<file path="config.mk">
export PLATFORM = sky130hd
export DESIGN_NAME = hex_scan_ctrl
export DESIGN_NICKNAME = d
export VERILOG_FILES = /design/src/rtl/hex_scan_ctrl.sv
export SDC_FILE = /design/constraint.sdc
export NUM_CORES = 1
export LEC_CHECK = 0
export CAP_MARGIN = 20
export CORE_ASPECT_RATIO = 0.75
export CORE_MARGIN = 3
export CORE_UTILIZATION = 49
export DETAILED_ROUTE_END_ITERATION = 8
export GPL_ROUTABILITY_DRIVEN = 0
export GPL_TIMING_DRIVEN = 0
export PLACE_DENSITY = 0.74
export SLEW_MARGIN = 20
export SYNTH_ARGS = -nofsm -noshare
export SYNTH_HDL_FRONTEND = slang
export SYNTH_SLANG_ARGS = --single-unit
</file>
<file path="constraint.sdc">
create_clock -name clk -period 2.8 [get_ports clk]
set_clock_uncertainty 0.2 [all_clocks]
set_input_delay 0.28 -clock clk [delete_from_list [all_inputs] [get_ports clk]]
set_output_delay 0.28 -clock clk [all_outputs]
set_load 0.01 [all_outputs]
</file>
<file path="src/rtl/hex_scan_ctrl.sv">
// Multiplexed 7-segment controller: holds host-written hex digits and scans them
// through a single shared decoder into per-digit active-low segment slots.
module hex_scan_ctrl #(
    parameter int unsigned NUM_DIGITS  = 6,
    parameter int unsigned SCAN_DIV    = 1000,
    parameter int unsigned BLINK_SCANS = 50
) (
    input  logic                    clk,
    input  logic                    reset_n,
    input  logic                    wr_valid,
    output logic                    wr_ready,
    input  logic [2:0]              wr_idx,
    input  logic [3:0]              wr_data,
    output logic                    wr_err,
    input  logic                    blank_lz,
    input  logic [NUM_DIGITS-1:0]   blink_mask,
    output logic                    frame_done,
    output logic [7*NUM_DIGITS-1:0] hex_out
);

    localparam int unsigned DW = (SCAN_DIV > 1) ? $clog2(SCAN_DIV) : 1;
    localparam int unsigned BW = (BLINK_SCANS > 1) ? $clog2(BLINK_SCANS) : 1;
    localparam logic [3:0]    NUM_D      = 4'(NUM_DIGITS);
    localparam logic [2:0]    LAST_IDX   = 3'(NUM_DIGITS - 1);
    localparam logic [DW-1:0] DIV_LAST   = DW'(SCAN_DIV - 1);
    localparam logic [BW-1:0] BLINK_LAST = BW'(BLINK_SCANS - 1);

    typedef enum logic [1:0] {
        IDLE   = 2'd0,
        FETCH  = 2'd1,
        COMMIT = 2'd2
    } state_t;

    state_t          state, state_n;
    logic [DW-1:0]   div_cnt;
    logic [BW-1:0]   scan_cnt;
    logic [2:0]      scan_idx;
    logic            blink_ph;
    logic [3:0]      digit [NUM_DIGITS];
    logic [6:0]      seg_q;
    logic            lz_q;

    logic [3:0]      cur_digit;
    logic            cur_blink;
    logic            lz_c;
    logic            wr_fire;
    logic            wr_bad;
    logic [6:0]      slot_val;

    function automatic logic [6:0] seg7(input logic [3:0] d);
        case (d)
            4'h0: seg7 = 7'b1000000;
            4'h1: seg7 = 7'b1111001;
            4'h2: seg7 = 7'b0100100;
            4'h3: seg7 = 7'b0110000;
            4'h4: seg7 = 7'b0011001;
            4'h5: seg7 = 7'b0010010;
            4'h6: seg7 = 7'b0000010;
            4'h7: seg7 = 7'b1111000;
            4'h8: seg7 = 7'b0000000;
            4'h9: seg7 = 7'b0010000;
            4'hA: seg7 = 7'b0001000;
            4'hB: seg7 = 7'b0000011;
            4'hC: seg7 = 7'b1000110;
            4'hD: seg7 = 7'b0100001;
            4'hE: seg7 = 7'b0000110;
            default: seg7 = 7'b0001110;
        endcase
    endfunction

    // Next-state logic plus the scanned-digit selection shared by FETCH and COMMIT
    always_comb begin
        state_n   = state;
        cur_digit = 4'd0;
        cur_blink = 1'b0;
        lz_c      = (scan_idx != 3'd0);
        wr_fire   = wr_valid & wr_ready;
        wr_bad    = ({1'b0, wr_idx} >= NUM_D);

        for (int i = 0; i < NUM_DIGITS; i++) begin
            if (scan_idx == 3'(i)) begin
                cur_digit = digit[i];
                cur_blink = blink_mask[i];
            end
            if ((3'(i) >= scan_idx) && (digit[i] != 4'd0)) begin
                lz_c = 1'b0;
            end
        end

        if (cur_blink && blink_ph) begin
            slot_val = 7'b1111111;
        end else if (blank_lz && lz_q) begin
            slot_val = 7'b1111111;
        end else begin
            slot_val = seg_q;
        end

        case (state)
            IDLE:    if (div_cnt == DIV_LAST) state_n = FETCH;
            FETCH:   state_n = COMMIT;
            COMMIT:  state_n = IDLE;
            default: state_n = IDLE;
        endcase
    end

    always_ff @(posedge clk or negedge reset_n) begin
        if (!reset_n) begin
            state <= IDLE;
        end else begin
            state <= state_n;
        end
    end

    // Datapath: digit storage, scan counters and registered outputs
    always_ff @(posedge clk or negedge reset_n) begin
        if (!reset_n) begin
            for (int i = 0; i < NUM_DIGITS; i++) begin
                digit[i] <= 4'd0;
            end
            hex_out    <= '1;
            div_cnt    <= '0;
            scan_idx   <= 3'd0;
            scan_cnt   <= '0;
            blink_ph   <= 1'b0;
            seg_q      <= 7'b1111111;
            lz_q       <= 1'b0;
            wr_ready   <= 1'b0;
            wr_err     <= 1'b0;
            frame_done <= 1'b0;
        end else begin
            wr_ready   <= (state_n == IDLE);
            wr_err     <= wr_fire & wr_bad;
            frame_done <= 1'b0;

            if (wr_fire && !wr_bad) begin
                for (int i = 0; i < NUM_DIGITS; i++) begin
                    if (wr_idx == 3'(i)) digit[i] <= wr_data;
                end
            end

            case (state)
                IDLE: begin
                    div_cnt <= (div_cnt == DIV_LAST) ? '0 : div_cnt + DW'(1);
                end
                FETCH: begin
                    seg_q <= seg7(cur_digit);
                    lz_q  <= lz_c;
                end
                COMMIT: begin
                    for (int i = 0; i < NUM_DIGITS; i++) begin
                        if (scan_idx == 3'(i)) hex_out[7*i +: 7] <= slot_val;
                    end
                    if (scan_idx == LAST_IDX) begin
                        scan_idx   <= 3'd0;
                        frame_done <= 1'b1;
                        if (scan_cnt == BLINK_LAST) begin
                            scan_cnt <= '0;
                            blink_ph <= ~blink_ph;
                        end else begin
                            scan_cnt <= scan_cnt + BW'(1);
                        end
                    end else begin
                        scan_idx <= scan_idx + 3'd1;
                    end
                end
                default: ;
            endcase
        end
    end

endmodule

</file>
==> flow_results.org <==
** Floorplanning
- Overall die area :: roughly 11000 µm²
- For this configuration, the core starts out at a cell density of about 51%.
- Die height :: 90.9 µm
- From left edge to right edge, the die measures 119 µm.
- Area of the placeable core :: 9200 µm²
- IO Count :: 62
- Number of rows created at floorplan :: 30

** GRT
- The first global-routing pass estimated 20000 µm of wire.
- Global routing used 23.1% of the available tracks across all layers.
- Vias in the first global route :: 3797
- Remaining global-route overflow :: 0
- Pin count of the biggest net entering global routing :: 86
- Number of antenna violations at the first check in global routing :: 0

** Clock network
- CTS tree :: done
- For the worst-skew pair, the clock arrives at the later sink with an insertion delay of 350 ps.
- Clock-pin slew was measured on the worst setup and hold paths at 70 ps.
- No sink is reached through more buffers than the 2 on the longest clock path.
- CTS buffer count :: 9
- TritonCTS Sinks :: between 90 and 100
- H-tree depth reported by CTS :: 3
- CTS placed an instance of clkbuf_16 at the clock tree root.

** Detailed routing
- After detailed routing, the number of vias per cell comes to roughly 6.0.
- After detailed routing, the average wire length per cell comes to 19.4 µm.
- For this run, design rule violations remaining after detail routing come to 0.
- Summed over all layers, the routed wires come to between 10000 and 15000 µm.
- Initial detailed-routing violation count :: 375
- Routed vias :: about 3800
- The first detailed-routing pass ran for 6 iterations.
- In this run the remaining antenna-violating nets after routing total 0.

** Finish
- The repair_antennas step left the layout with diodes totalling 0.
- The library cell used most frequently in the layout, excluding fill and tap cells, is clkdlybuf4s50_1.
- Commonest non-fill, non-tap cells in the layout :: clkdlybuf4s50_1 (60), dfrtp_1 (49), dfstp_2 (49)
- Fin nets :: 535
- Area grow syn2layout :: 30.7%
- The finished cells cover about 6200 µm².
- Cells with a size suffix above 1 make up a little under a third of the layout.

** Place
- Once detailed placement completed, the half-perimeter wirelength came to 8280 µm.
- Input and output buffers added on the ports amount to 61.
- DP Worst Slack :: -708 ps
- Area post-placement :: 5520 µm²

** Power and ir drop
- Final total power :: about 3200 µW
- Part of the total power dissipated in sequential elements :: 49.3%
- In this run the static leakage power is 0.00247 µW.
- Summed over all nets, the switching power comes to approximately 840 µW.
- Part of the total power dissipated in combinational logic :: 14.4%
- Internal cell power :: approximately 2400 µW
- IR analysis of the VDD net gives a maximum drop of 0.335 mV.
- Net switching is 25.9% of the power.
- Total power density per cell area :: 525 nW/µm²
- The clock network accounts for 36.3% of the total power.

** Timing
- Across all hold checks on the routed design, the worst slack comes to 123 ps.
- Total of endpoints with negative setup slack in the final report :: 0
- The number of hold violations in the final report is 0.
- After layout, the worst path uses 98.9% of the clock period.
- Worst slew margin relative to its limit :: 39.4%
- Across all setup checks in the final design, the least slack found is 29.6 ps.
- Derived from the worst setup path, the maximum achievable clock frequency is about 360 MHz.
- For the pin with the worst max-slew slack, the measured transition is 902 ps.
- The total count of max-transition violations in the final report was 0.
- The worst path needs 2770 ps of the cycle, external delays included.

** Worst setup path
- Type of the worst setup path :: reg2reg
- Worst endpoint required time :: between 2000 and 3000 ps
- Slowest CP cell :: a2111oi_4
- RR Startpoint :: scan_idx[1]
- In this run the worst path has a maximum fanout of 6.
- Worst path cell trace :: buf_4 > ha_2 > buf_6 > a2111oi_4 > nor2b_4 > nor2_4 > buf_6 > ha_1 > a211o_1 > a31o_1
- The largest single stage delay on the critical path is 460 ps.
- Startpoint type of the worst setup path :: register
- STA classifies the critical path endpoint as a register.
- In this run the critical register-to-register path is captured at seg_q[3].
- Most frequent cell on the critical path :: buf_6
- Buffers plus inverters on the worst setup path :: 3
- Crit path DAT :: about 2800 ps
- Across all register-to-register paths, the minimum setup slack is 30 ps.
- Depth of the worst register-to-register path :: 10
- Family with the most delay on the worst path :: compound AO/OA/AOI/OAI gates

** Logic synthesis
- Among all flip-flop cells after synthesis, the most frequent one is dfrtp_1.
- Count of unique library cells instantiated by Yosys :: between 50 and 60
- Counting flops with a built-in enable in the synthesized netlist gives 0.
- Fraction of the yosys area taken by sequential cells :: 53.9%
- Net count after synthesis :: around 450
- Share of the synthesized area in the top cell type :: approximately 27%
- Mean post-synth cell area :: roughly 11 µm²
- Yosys warning count :: 0
- Synth Instances :: 418
- By area the synthesized netlist is led by dfstp_2 (27%), dfrtp_1 (27%), o22a_1 (6.9%), mux2_2 (5.5%), nor2_1 (3.3%).
- Largest area contributor in the netlist :: dfstp_2
- Number of storage elements in the synthesis netlist :: 99
- After synthesis the cells add up to between 4000 and 5000 µm².
- Ys async rst share :: 100%

** Flow run
- The tool flagged a number of max-cap violations equal to 0.

** Min path
- Min-Delay Path Class :: in2async

** Outcome
- Outcome :: completed
## how the worst max path moves through the flow
stage / slack [ps] / cells after the start / startpoint / end
6_report: 30 / 10 / scan_idx[1] / seg_q[3]
5_1_grt: -30 / 12 / scan_idx[1] / seg_q[3]
4_1_cts: 40 / 11 / scan_idx[1] / seg_q[3]
3_5_place_dp: -710 / 14 / scan_idx[1] / seg_q[3]
3_3_place_gp: -2250 / 1 / reset_n / lz_q
2_1_floorplan: 10 / 16 / scan_idx[1] / seg_q[3]
## cells in the mapped netlist, types with 4 or more instances
cell,number
dfrtp_1,50
dfstp_2,49
nor2_1,42
o22a_1,37
nand2_1,30
mux2_2,23
a21oi_1,21
ha_1,12
inv_1,11
nand3_1,10
o21ai_0,9
clkbuf_1,8
xor2_1,8
nand4_1,6
nor3_1,6
nor4_1,6
xnor2_1,6
and2_1,5
buf_2,5
nand2b_1,5
a211oi_1,4
nor2b_1,4
o31ai_1,4
## power by group through the flow
stage | logic [µW] | clock network [µW] | registers [µW]
3_5_place_dp | 356 | 0 | 1600
6_report | 464 | 1170 | 1590
2_1_floorplan | 238 | 0 | 1580
3_3_place_gp | 338 | 0 | 1600
4_1_cts | 414 | 1210 | 1580
5_1_grt | 508 | 1260 | 1600
## registers in the layout (all words and copies together), names as in the netlist
signal	cells
hex_out	42
div_cnt	10
state	2
wr_ready	1
scan_cnt	6
frame_done	1
lz_q	1
blink_ph	1
scan_idx	3
digit	24
seg_q	7
wr_err	1
## through the flow
step / setup TNS [ps] / cells / utilization (%)
floorplan: 0 / 418 / -
finish: 0 / 639 / 66.9
CTS: 0 / 633 / 65.0
global placement: -170110 / 607 / 59.7
detailed placement: -4290 / 608 / 60.0
global route: -60.9 / 639 / 66.9
## worst register-to-register path: cells and delay by family, from the launching register on
kind | cells | cell delay, ps
compound gates | 3 | 920
buf+inv | 3 | 440
flops | 1 | 400
fa+ha+maj | 2 | 400
simple gates | 2 | 340
## logic make-up after synthesis
family | Yosys count | share of synthesized area, %
xor+xnor | 14 | 2.61
fa+ha+maj | 12 | 3.19
simple gates | 137 | 15.0
buf+inv | 27 | 2.37
compound gates | 104 | 17.0
flops | 99 | 53.9
mux | 25 | 5.93
## final cells by class
| type | count | area (µm²) |
|---|---|---|
| inverters | 13 | 56.3 |
| fillers | 673 | 3050 |
| repair buffers | 78 | 773 |
| plain buffers | 13 | 97.6 |
| clock inverters | 3 | 21.3 |
| well taps | 128 | 160 |
| multi-input cells | 292 | 2240 |
| clock buffers | 13 | 260 |
| flip-flops and latches | 99 | 2540 |
## timing repair
action | in CTS | in global routing
endpoints found under the hold margin | 59 | 0
pin swaps | 3 | 11
resized for setup | 24 | 37
buffers inserted | 9 | 6
hold buffers | 1 | 0
endpoints found under the setup margin | 14 | 14
## routing by layer
metal,global-route usage [%],vias up,wire [µm]
met5,0,-,0
met4,5.59,0,188
met3,5.13,21,750
met2,36.0,139,5840
met1,33.0,1950,5600
li1,-,1725,-
(Power assumes the default switching activity.)
